File: src/rtl/calculator_pkg.sv
// Shared types and constants for the calculator: ops, error flag, LED states, 7-segment codes.
package calculator_pkg;

  typedef enum logic [1:0] {
    OpPlus,
    OpSub,
    OpMul,
    OpDiv
  } op_e;

  typedef enum logic {
    ErrNone    = 1'b0,
    ErrDivZero = 1'b1
  } err_e;

  // LED pins are active-low: a 0 marks the lit LED.
  localparam logic [2:0] LedIdle   = 3'b110;
  localparam logic [2:0] LedKeyA   = 3'b101;
  localparam logic [2:0] LedKeyB   = 3'b011;
  localparam logic [2:0] LedResult = 3'b110;

  localparam logic [7:0] SegZero   = 8'hC0;
  localparam logic [7:0] SegMinus  = 8'hBF;
  localparam logic [7:0] SegErr    = 8'h86;
  localparam logic [7:0] SegDpMask = 8'h7F;

  function automatic logic [7:0] seg_digit(input logic [3:0] d);
    case (d)
      4'd0:    seg_digit = 8'hC0;
      4'd1:    seg_digit = 8'hF9;
      4'd2:    seg_digit = 8'hA4;
      4'd3:    seg_digit = 8'hB0;
      4'd4:    seg_digit = 8'h99;
      4'd5:    seg_digit = 8'h92;
      4'd6:    seg_digit = 8'h82;
      4'd7:    seg_digit = 8'hF8;
      4'd8:    seg_digit = 8'h80;
      4'd9:    seg_digit = 8'h90;
      default: seg_digit = 8'hFF;
    endcase
  endfunction

endpackage

File: src/rtl/seg7_scan.sv
// Signed binary to 4-digit decimal 7-segment scanner. Anodes and segments are registered
// together and only reload at a digit-slot boundary.
module seg7_scan
  import calculator_pkg::*;
#(
  parameter int unsigned SCAN_CYCLES = 50000
) (
  input  logic               clk_i,
  input  logic               rst_i,
  input  logic signed [11:0] value_i,
  input  logic               dp_en_i,
  input  logic               err_i,
  output logic [3:0]         anodes_o,
  output logic [7:0]         segments_o
);

  localparam int unsigned CntW = (SCAN_CYCLES > 1) ? $clog2(SCAN_CYCLES) : 1;

  logic [CntW-1:0] cnt_q, cnt_d;
  logic [1:0]      dig_q, dig_d, dig_nx;
  logic [3:0]      an_q, an_d;
  logic [7:0]      seg_q, seg_d, seg_next;
  logic [11:0]     mag;
  logic [3:0]      bcd [4];

  assign dig_nx = dig_q + 2'd1;

  always_comb begin
    mag    = value_i[11] ? 12'(-value_i) : 12'(value_i);
    bcd[0] = 4'(mag % 12'd10);
    bcd[1] = 4'((mag / 12'd10) % 12'd10);
    bcd[2] = 4'((mag / 12'd100) % 12'd10);
    bcd[3] = 4'((mag / 12'd1000) % 12'd10);
  end

  // Segment pattern for the digit that becomes active at the next slot boundary.
  always_comb begin
    seg_next = seg_digit(bcd[dig_nx]);
    if (err_i) begin
      seg_next = (dig_nx == 2'd0) ? SegErr : SegZero;
    end else if (value_i[11] && dig_nx == 2'd3) begin
      seg_next = SegMinus;
    end else if (dp_en_i && dig_nx == 2'd2) begin
      seg_next = seg_next & SegDpMask;
    end
  end

  always_comb begin
    cnt_d = cnt_q + 1'b1;
    dig_d = dig_q;
    an_d  = an_q;
    seg_d = seg_q;
    if (cnt_q == CntW'(SCAN_CYCLES - 1)) begin
      cnt_d = '0;
      dig_d = dig_nx;
      an_d  = ~(4'b0001 << dig_nx);
      seg_d = seg_next;
    end
  end

  always_ff @(posedge clk_i or posedge rst_i) begin
    if (rst_i) begin
      cnt_q <= '0;
      dig_q <= 2'd0;
      an_q  <= 4'b1110;
      seg_q <= SegZero;
    end else begin
      cnt_q <= cnt_d;
      dig_q <= dig_d;
      an_q  <= an_d;
      seg_q <= seg_d;
    end
  end

  assign anodes_o   = an_q;
  assign segments_o = seg_q;

endmodule

File: src/rtl/calculator_core.sv
// Two-operand 4-bit decimal calculator: input conditioning, operand registers, ALU, LEDs.
// Optional button debounce is compiled in with CALCULATOR_DEBOUNCE_EN.
module calculator_core
  import calculator_pkg::*;
#(
  parameter int unsigned SCAN_CYCLES     = 50000,
  parameter int unsigned DEBOUNCE_CYCLES = 65536
) (
  input  logic       clk,
  input  logic       rst,
  input  logic [3:0] in_number,
  input  logic [3:0] arif,
  input  logic [1:0] key,
  output logic [3:0] anodes,
  output logic [7:0] segments,
  output logic [2:0] led
);

`ifdef CALCULATOR_DEBOUNCE_EN
  localparam bit DebounceEn = 1'b1;
`else
  localparam bit DebounceEn = 1'b0;
`endif

  logic [9:0]  sync1_q, sync2_q;
  logic [3:0]  live;
  logic [5:0]  btn_sync, btn_cond, btn_prev_q, btn_press;
  logic [3:0]  a_q, a_d, b_q, b_d;
  logic [11:0] res_q, res_d, alu_res, a_ext, b_ext;
  op_e         op_q, op_d, op_sel;
  err_e        err_q, err_d, alu_err;
  logic        active_q, active_d, show;
  logic [2:0]  led_q, led_d;
  logic signed [11:0] disp_val;

  // Synchronizers idle high so released buttons and a zero operand are seen out of reset.
  always_ff @(posedge clk or posedge rst) begin
    if (rst) begin
      sync1_q    <= '1;
      sync2_q    <= '1;
      btn_prev_q <= '0;
    end else begin
      sync1_q    <= {key, arif, in_number};
      sync2_q    <= sync1_q;
      btn_prev_q <= btn_cond;
    end
  end

  assign live     = ~sync2_q[3:0];
  assign btn_sync = ~sync2_q[9:4];

  if (DebounceEn && DEBOUNCE_CYCLES > 0) begin : g_debounce
    localparam int unsigned DbW = $clog2(DEBOUNCE_CYCLES) + 1;
    logic [5:0]     stable_q, stable_d;
    logic [DbW-1:0] cnt_q [6];
    logic [DbW-1:0] cnt_d [6];

    always_comb begin
      stable_d = stable_q;
      for (int i = 0; i < 6; i++) begin
        cnt_d[i] = '0;
        if (btn_sync[i] != stable_q[i]) begin
          if (cnt_q[i] == DbW'(DEBOUNCE_CYCLES - 1)) stable_d[i] = btn_sync[i];
          else cnt_d[i] = cnt_q[i] + 1'b1;
        end
      end
    end

    always_ff @(posedge clk or posedge rst) begin
      if (rst) begin
        stable_q <= '0;
        for (int i = 0; i < 6; i++) cnt_q[i] <= '0;
      end else begin
        stable_q <= stable_d;
        cnt_q    <= cnt_d;
      end
    end

    assign btn_cond = stable_q;
  end else begin : g_bypass
    assign btn_cond = btn_sync;
  end

  assign btn_press = btn_cond & ~btn_prev_q;

  always_comb begin
    if (btn_press[0])      op_sel = OpPlus;
    else if (btn_press[1]) op_sel = OpSub;
    else if (btn_press[2]) op_sel = OpMul;
    else                   op_sel = OpDiv;

    a_ext   = {8'd0, a_q};
    b_ext   = {8'd0, b_q};
    alu_res = '0;
    alu_err = ErrNone;
    case (op_sel)
      OpPlus: alu_res = a_ext + b_ext;
      OpSub:  alu_res = a_ext - b_ext;
      OpMul:  alu_res = a_ext * b_ext;
      OpDiv: begin
        if (b_q == 4'd0) alu_err = ErrDivZero;
        else alu_res = (a_ext * 12'd100) / b_ext;
      end
    endcase
  end

  always_comb begin
    a_d      = a_q;
    b_d      = b_q;
    res_d    = res_q;
    op_d     = op_q;
    err_d    = err_q;
    active_d = active_q;
    led_d    = led_q;
    if (btn_press[4]) begin
      a_d   = live;
      led_d = LedKeyA;
    end
    if (btn_press[5]) begin
      b_d   = live;
      led_d = LedKeyB;
    end
    if (|btn_press[3:0]) begin
      res_d    = alu_res;
      op_d     = op_sel;
      err_d    = alu_err;
      active_d = 1'b1;
      led_d    = LedResult;
    end else if (active_q && !btn_cond[op_q]) begin
      active_d = 1'b0;
    end
  end

  always_ff @(posedge clk or posedge rst) begin
    if (rst) begin
      a_q      <= '0;
      b_q      <= '0;
      res_q    <= '0;
      op_q     <= OpPlus;
      err_q    <= ErrNone;
      active_q <= 1'b0;
      led_q    <= LedIdle;
    end else begin
      a_q      <= a_d;
      b_q      <= b_d;
      res_q    <= res_d;
      op_q     <= op_d;
      err_q    <= err_d;
      active_q <= active_d;
      led_q    <= led_d;
    end
  end

  // The result is only shown while the button that produced it is still held.
  assign show     = active_q && btn_cond[op_q];
  assign disp_val = show ? res_q : {8'd0, live};

  seg7_scan #(
    .SCAN_CYCLES(SCAN_CYCLES)
  ) u_scan (
    .clk_i      (clk),
    .rst_i      (rst),
    .value_i    (disp_val),
    .dp_en_i    (show && op_q == OpDiv && err_q == ErrNone),
    .err_i      (show && err_q == ErrDivZero),
    .anodes_o   (anodes),
    .segments_o (segments)
  );

  assign led = led_q;

endmodule

File: config.mk
export PLATFORM = sky130hd
export DESIGN_NAME = calculator_core
export DESIGN_NICKNAME = d
export VERILOG_FILES = /design/src/rtl/calculator_pkg.sv /design/src/rtl/seg7_scan.sv /design/src/rtl/calculator_core.sv
export SDC_FILE = /design/constraint.sdc
export NUM_CORES = 1
export LEC_CHECK = 0
export CORE_ASPECT_RATIO = 0.7
export CORE_MARGIN = 2
export CORE_UTILIZATION = 46
export DETAILED_ROUTE_END_ITERATION = 12
export PLACE_DENSITY_LB_ADDON = 0.05
export RECOVER_POWER = 25
export SETUP_SLACK_MARGIN = 0.05
export SYNTH_ARGS = -nofsm -noshare
export SYNTH_HDL_FRONTEND = slang
export SYNTH_HIERARCHICAL = 1
export SYNTH_SLANG_ARGS = --single-unit
File: constraint.sdc
create_clock -name clk -period 42.3 [get_ports clk]
set_input_delay 4.23 -clock clk [delete_from_list [all_inputs] [get_ports clk]]
set_output_delay 4.23 -clock clk [all_outputs]
set_load 0.1 [all_outputs]
==> impl_metrics.csv, run 1 <==
group,metric,value,unit
run_status,outcome,"finished, final reports clean",
timing,fin_crit_sh,0.634,
clock_network,hold_buffers,0,
die,num_rows,49,
final_layout,drive_gt1_frac,0.112,
worst_setup_path,reg2reg_depth,109,
synth,yosys_warnings,6,
clock_network,tritoncts,"yes",
drt,wirelength,36400,microns
synth,syn_nets,1613,
drt,ant_nets,0,
global_route,gr-usage-met3,0.0414,
timing,fin_skew,0.0103,ns
synth,synth_edf_count,0,
worst_setup_path,reg2reg_to,"res_q[0]",
placed_design,dpl.hpwl,28700,microns
synth,yosysSeqAreaShare,0.175,
worst_setup_path,critPathKind,"reg2reg",
timing,rsz0062_at_grt,"false",
die,ioPinCount,27,
worst_setup_path,crit_top_cell,"ha_1",
global_route,grt_usage,0.262,
min_path,hold_class,"reg2reg",
drt,vias,11826,
synth,synthArstFlopShare,1.00,
synth,synthDistinctLibCells,128,
synth,netlist_instances,1499,
timing,maxSlewHeadroom,0.234,
global_route,grt_overflow,0,
timing,slew_viol_final,0,
die,dieArea,27500,sq um
worst_setup_path,reg2reg_slack,15.49,ns
global_route,grt_pass1_wl,58400,microns
clock_network,ctsRootBufferMaster,"clkbuf_16",
min_path,hp-start,"sync1_q[3]",
global_route,grt.busiest_layer,"met1",
clock_network,numCtsBuffers,9,
global_route,met1_usage,0.463,
clock_network,insertion_delay,0.34,ns
run,maxCapViolations,0,
final_layout,layout.nets,1614,
worst_setup_path,critPathBufInv,6,
worst_setup_path,cp-start-kind,"register",
drt,avgViaCountPerCell,6.44,
global_route,met2_usage,0.322,
worst_setup_path,cp_top_family,"compound AO/OA/AOI/OAI gates",
clock_network,clkSinkCount,83,
timing,fin_tns_setup,0,ns
worst_setup_path,arrival,27.02,ns
drt,dr.pass1.iters,6,
clock_network,post_cts_buffers,0,
final_layout,mostFrequentLayoutCells,"nor2_1 (132), nand2_1 (118), a21oi_1 (99), ha_1 (94), o21ai_0 (79)",
die,fp.dieH,139,microns
global_route,first_global_vias,10443,
min_path,min_delay_path_depth,0,
synth,ys.flop_type,"dfrtp_1",
final_layout,syn_to_final_growth,6.89,%
clock_network,cts_buffer_depth,2,
worst_setup_path,required,42.51,ns
worst_setup_path,setup.worst_path.end_class,"register",
global_route,antenna_found_initial,0,
synth,avgSynthCellArea,8.03,sq um
timing,finalSetupViolCount,0,
synth,synth-seq-cells,83,
clock_network,htreeDepth,3,
timing,fmax,0.0373,GHz
timing,hold_viol,0,
final_layout,final_common_cell,"nor2_1",
timing,post-route-min-period,26.81,ns
worst_setup_path,r2r_start,"a_q[1]",
min_path,holdPathEnd,"sync2_q[3]",
synth,synth_area,12000,sq um
worst_setup_path,path_max_fanout,11,
worst_setup_path,cpPeakStageDelay,0.63,ns
placed_design,io_buffers,26,
die,core_area,25700,sq um
die,initial_core_util,0.468,
clock_network,clkTransAtPathRegs,0.07,ns
drt,drtIter0Drc,1355,
drt,wl_per_cell,19.8,microns
worst_setup_path,cpMaxStageDelayCell,"dfrtp_1",
die,die_x,197,microns
clock_network,cts_resized,0,
global_route,grt_max_degree,54,
drt,drc_errors,0,
placed_design,place_congestion,0.912,
timing,worst_pin_slew,1.14,ns
logic make-up (layout without fill, tap and decap cells):
group                    count (synthesis)  in the layout  synth area share
flip-flops                              83             83             0.175
multiplexers                            31             31            0.0288
XOR/XNOR                                74             74            0.0585
buffers and inverters                  128            134            0.0486
other                                    0              1                 0
AND/OR/NAND/NOR                        559            559             0.246
AO/OA/AOI/OAI                          522            522             0.332
adder cells (fa/ha/maj)                102            102             0.111
per-stage QoR:
stage | util | hold slack [ns] | worst slack (ns) | cells | instance area (sq um)
floorplan | - | 0.345 | 19.63 | 1499 | 12000
global placement | 0.489 | 0.345 | 17.05 | 1820 | 12600
detailed placement | 0.489 | 0.347 | 16.10 | 1820 | 12600
CTS | 0.501 | 0.353 | 16.00 | 1836 | 12900
global route | 0.501 | 0.355 | 13.21 | 1836 | 12900
finish | 0.501 | 0.356 | 15.49 | 1837 | 12900
sequential cells by signal, indices dropped and copies added (netlist names), 4 cells and up:
register and flops:
u_scan/cnt_q 16, btn_prev_q 6, b_q 4, sync2_q 10
sync1_q 10, res_q 12, a_q 4, u_scan/segments_o 8
u_scan/anodes_o 4
synthesized netlist by cell type, drive strengths merged (24+ instances only):
| cell type | number | area, sq um |
|---|---|---|
| nor2 | 132 | 495 |
| nand2 | 118 | 443 |
| a21oi | 102 | 522 |
| o21ai | 99 | 526 |
| ha | 94 | 1180 |
| inv | 69 | 262 |
| dfrtp | 56 | 1400 |
| nand3 | 52 | 260 |
| nor3 | 52 | 285 |
| xnor2 | 44 | 400 |
| clkbuf | 30 | 113 |
| buf | 29 | 210 |
| xor2 | 29 | 280 |
| a21o | 28 | 210 |
| o31ai | 28 | 270 |
| dfstp | 27 | 709 |
| nand2b | 27 | 169 |
| a211oi | 26 | 218 |
| and2 | 26 | 163 |
| o21a | 26 | 196 |
| a31oi | 24 | 210 |
final cells by class:
type | count | area [sq um]
Clock buffer | 9 | 225
Timing Repair Buffer | 49 | 433
Tap cell | 331 | 414
Clock inverter | 7 | 71.3
Fill cell | 2480 | 12800
Multi-Input combinational cell | 1288 | 9340
Sequential cell | 83 | 2110
Inverter | 69 | 262
Antenna cell | 1 | 2.50
worst register-to-register path: cells and delay by family (launching register included):
family | cells | cell delay (ns)
AO/OA/AOI/OAI | 47 | 10.57
AND/OR/NAND/NOR | 35 | 8.41
adder cells (fa/ha/maj) | 15 | 4.64
multiplexers | 3 | 0.98
buffers and inverters | 6 | 0.77
flip-flops | 1 | 0.63
XOR/XNOR | 3 | 0.63
worst max path at each step:
| stage | slack (ns) | to | start | cells past startpoint |
|---|---|---|---|---|
| after floorplan | 19.63 | res_q[0] | a_q[1] | 111 |
| after global placement | 17.05 | res_q[0] | a_q[1] | 110 |
| after detailed placement | 16.10 | res_q[0] | a_q[1] | 109 |
| after CTS | 16.00 | res_q[0] | a_q[1] | 109 |
| after global routing | 13.21 | res_q[0] | a_q[1] | 109 |
| final | 15.49 | res_q[0] | a_q[1] | 109 |
metal layers:
metal | wire [microns] | vias to the layer above
met5 | 0 | -
met2 | 13100 | 470
met4 | 114 | 0
met1 | 20200 | 5623
met3 | 2880 | 15
li1 | - | 5718
Power of run 1 is left out: the tool's default activity adds up to more than one toggle a clock period on the data nets, which glitch-free logic cannot reach.
==> run 2: changes to the inputs <==
Clock period 42.3 ns to 27.8 ns, I/O delays scaled along.
==> run 2 against run 1 <==
Net effect:
- clock-buffer cell count is the same
- global-route usage increased by 0.099 points
- sequential share of layout area shrank 0.053 points
- flip-flop and latch count unchanged
- setup slack worse by 13 ns
- cell count about the same
- final area is 0.32% higher
- die area did not move
- maximum frequency is 5.2% higher
- register-to-register slack worse by 13 ns
- clock skew rose by 0.0014 ns
- critical path type unchanged
==> impl_metrics.csv, run 2 (synthesized netlist as in run 1, its figures left out) <==
group,metric,value,unit
clock_network,insertion_delay,0.34,ns
run,maxCapViolations,0,
timing,fmax,0.0393,GHz
final_layout,top_regs,"u_scan/cnt_q (16), res_q (12)",
clock_network,htreeDepth,3,
final_layout,syn_to_final_growth,7.24,%
timing,fin_crit_sh,0.916,
final_layout,layout.cells.non_filler,1836,
global_route,first_global_vias,10519,
clock_network,cts_buffer_depth,2,
worst_setup_path,cpPeakStageDelay,0.61,ns
drt,vias,11775,
worst_setup_path,required,28.01,ns
final_layout,fill_cells,2480,
timing,fin_tns_setup,0,ns
global_route,antenna_found_initial,0,
timing,fin_skew,0.0117,ns
clock_network,clkSinkCount,83,
min_path,hold_class,"reg2reg",
clock_network,ctsRootBufferMaster,"clkbuf_16",
drt,ant_nets,0,
timing,hold_viol,0,
drt,drtIter0Drc,1096,
worst_setup_path,cpMaxStageDelayCell,"dfrtp_1",
die,num_rows,49,
die,initial_core_util,0.468,
global_route,grt_pass1_wl,58500,microns
timing,maxSlewHeadroom,0.222,
final_layout,mostFrequentLayoutCells,"nor2_1 (131), nand2_1 (118), a21oi_1 (97), ha_1 (94), o21ai_0 (79)",
final_layout,multi_input_area,9390,sq um
final_layout,largest_reg_flops,16,
placed_design,dpl.hpwl,28700,microns
timing,post-route-min-period,25.47,ns
clock_network,clkTransAtPathRegs,0.07,ns
die,ioPinCount,27,
timing,worst_pin_slew,1.15,ns
clock_network,cts_resized,0,
worst_setup_path,crit_top_cell,"ha_1",
drt,dr.pass1.iters,7,
timing,rsz0062_at_grt,"false",
drt,avgViaCountPerCell,6.41,
placed_design,dp.cells,1820,
final_layout,layout.nets,1614,
worst_setup_path,setup.worst_path.end_class,"register",
drt,drc_errors,0,
final_layout,drive_gt1_frac,0.116,
die,die_x,197,microns
clock_network,numCtsBuffers,9,
final_layout,fin_util,0.502,
worst_setup_path,arrival,25.68,ns
worst_setup_path,critPathKind,"reg2reg",
clock_network,tritoncts,"yes",
placed_design,place_congestion,0.912,
final_layout,regArea,2110,sq um
drt,wl_per_cell,19.9,microns
final_layout,antenna_cells,0,
timing,finalSetupViolCount,0,
worst_setup_path,path_max_fanout,11,
die,fp.dieH,139,microns
final_layout,final_common_cell,"nor2_1",
worst_setup_path,cp-start-kind,"register",
clock_network,hold_buffers,0,
run_status,outcome,"finished, final reports clean",
final_layout,top_register,"u_scan/cnt_q",
timing,slew_viol_final,0,
die,core_area,25700,sq um
global_route,grt_overflow,0,
die,dieArea,27500,sq um
global_route,grt_max_degree,54,
clock_network,post_cts_buffers,0,
global_route,grt_usage,0.263,
placed_design,io_buffers,26,
drt,wirelength,36600,microns
run 2: cell types whose count changed in the layout (fill, tap and decap cells not counted), sizes merged:
cell / delta
inv: -1
clkinv: +1
diode: -1
run 2: worst max-delay path, delay by kind of cell, from the launching register on:
family	cells	cell delay, ns
AOI/OAI and AO/OA	47	10.10
and+or+nand+nor	35	7.70
adders and majority gates	15	4.59
muxes	3	0.96
buffers and inverters	6	0.74
DFF	1	0.61
xor gates and xnor gates	3	0.59
run 2: routing by layer:
metal | share of wire | GRT usage
met5 | 0 | 0
met2 | 0.36 | 0.322
met4 | 0.0042 | 0.0301
met3 | 0.079 | 0.0405
met1 | 0.55 | 0.464
run 2: area by class of cell:
class,count,share of cell area
clock buffers,9,0.0175
clock inverters,7,0.00553
inverters,69,0.0203
multi-input cells,1288,0.728
flip-flops and latches,83,0.164
well taps,331,0.0321
repair buffers,49,0.0336
run 2: path summary, 6_finish.rpt:
kind | from | endpoint | slack [ns] | cells after the start
worst max-delay path | a_q[1] | res_q[0] | 2.33 | 109
min in group asynchronous | rst | u_scan/dig_q[1] | 2.87 | 3
worst min-delay path | sync1_q[1] | sync2_q[1] | 0.36 | 0
max in group asynchronous | rst | res_q[10] | 24.38 | 3
worst min register to register | sync1_q[1] | sync2_q[1] | 0.36 | 0
worst max register to register | a_q[1] | res_q[0] | 2.33 | 109
run 2: metrics by stage:
stage               area, sq um  setup slack [ns]  hold slack, ns
CTS                       12900              1.49           0.352
global placement          12600              2.54           0.345
global route              12900            0.0647           0.356
detailed placement        12600              1.59           0.347
floorplan                 12000              5.13           0.345
finish                    12900              2.33           0.355
Power of run 2 is left out for the same reason.
==> run 3: changes to the inputs <==
Settings changed: SKIP_CTS_REPAIR_TIMING set to 1.
==> results of run 3 <==
No change in the layout: final DEF, timing and power equal those of run 2.
Power of run 3 is left out for the same reason.
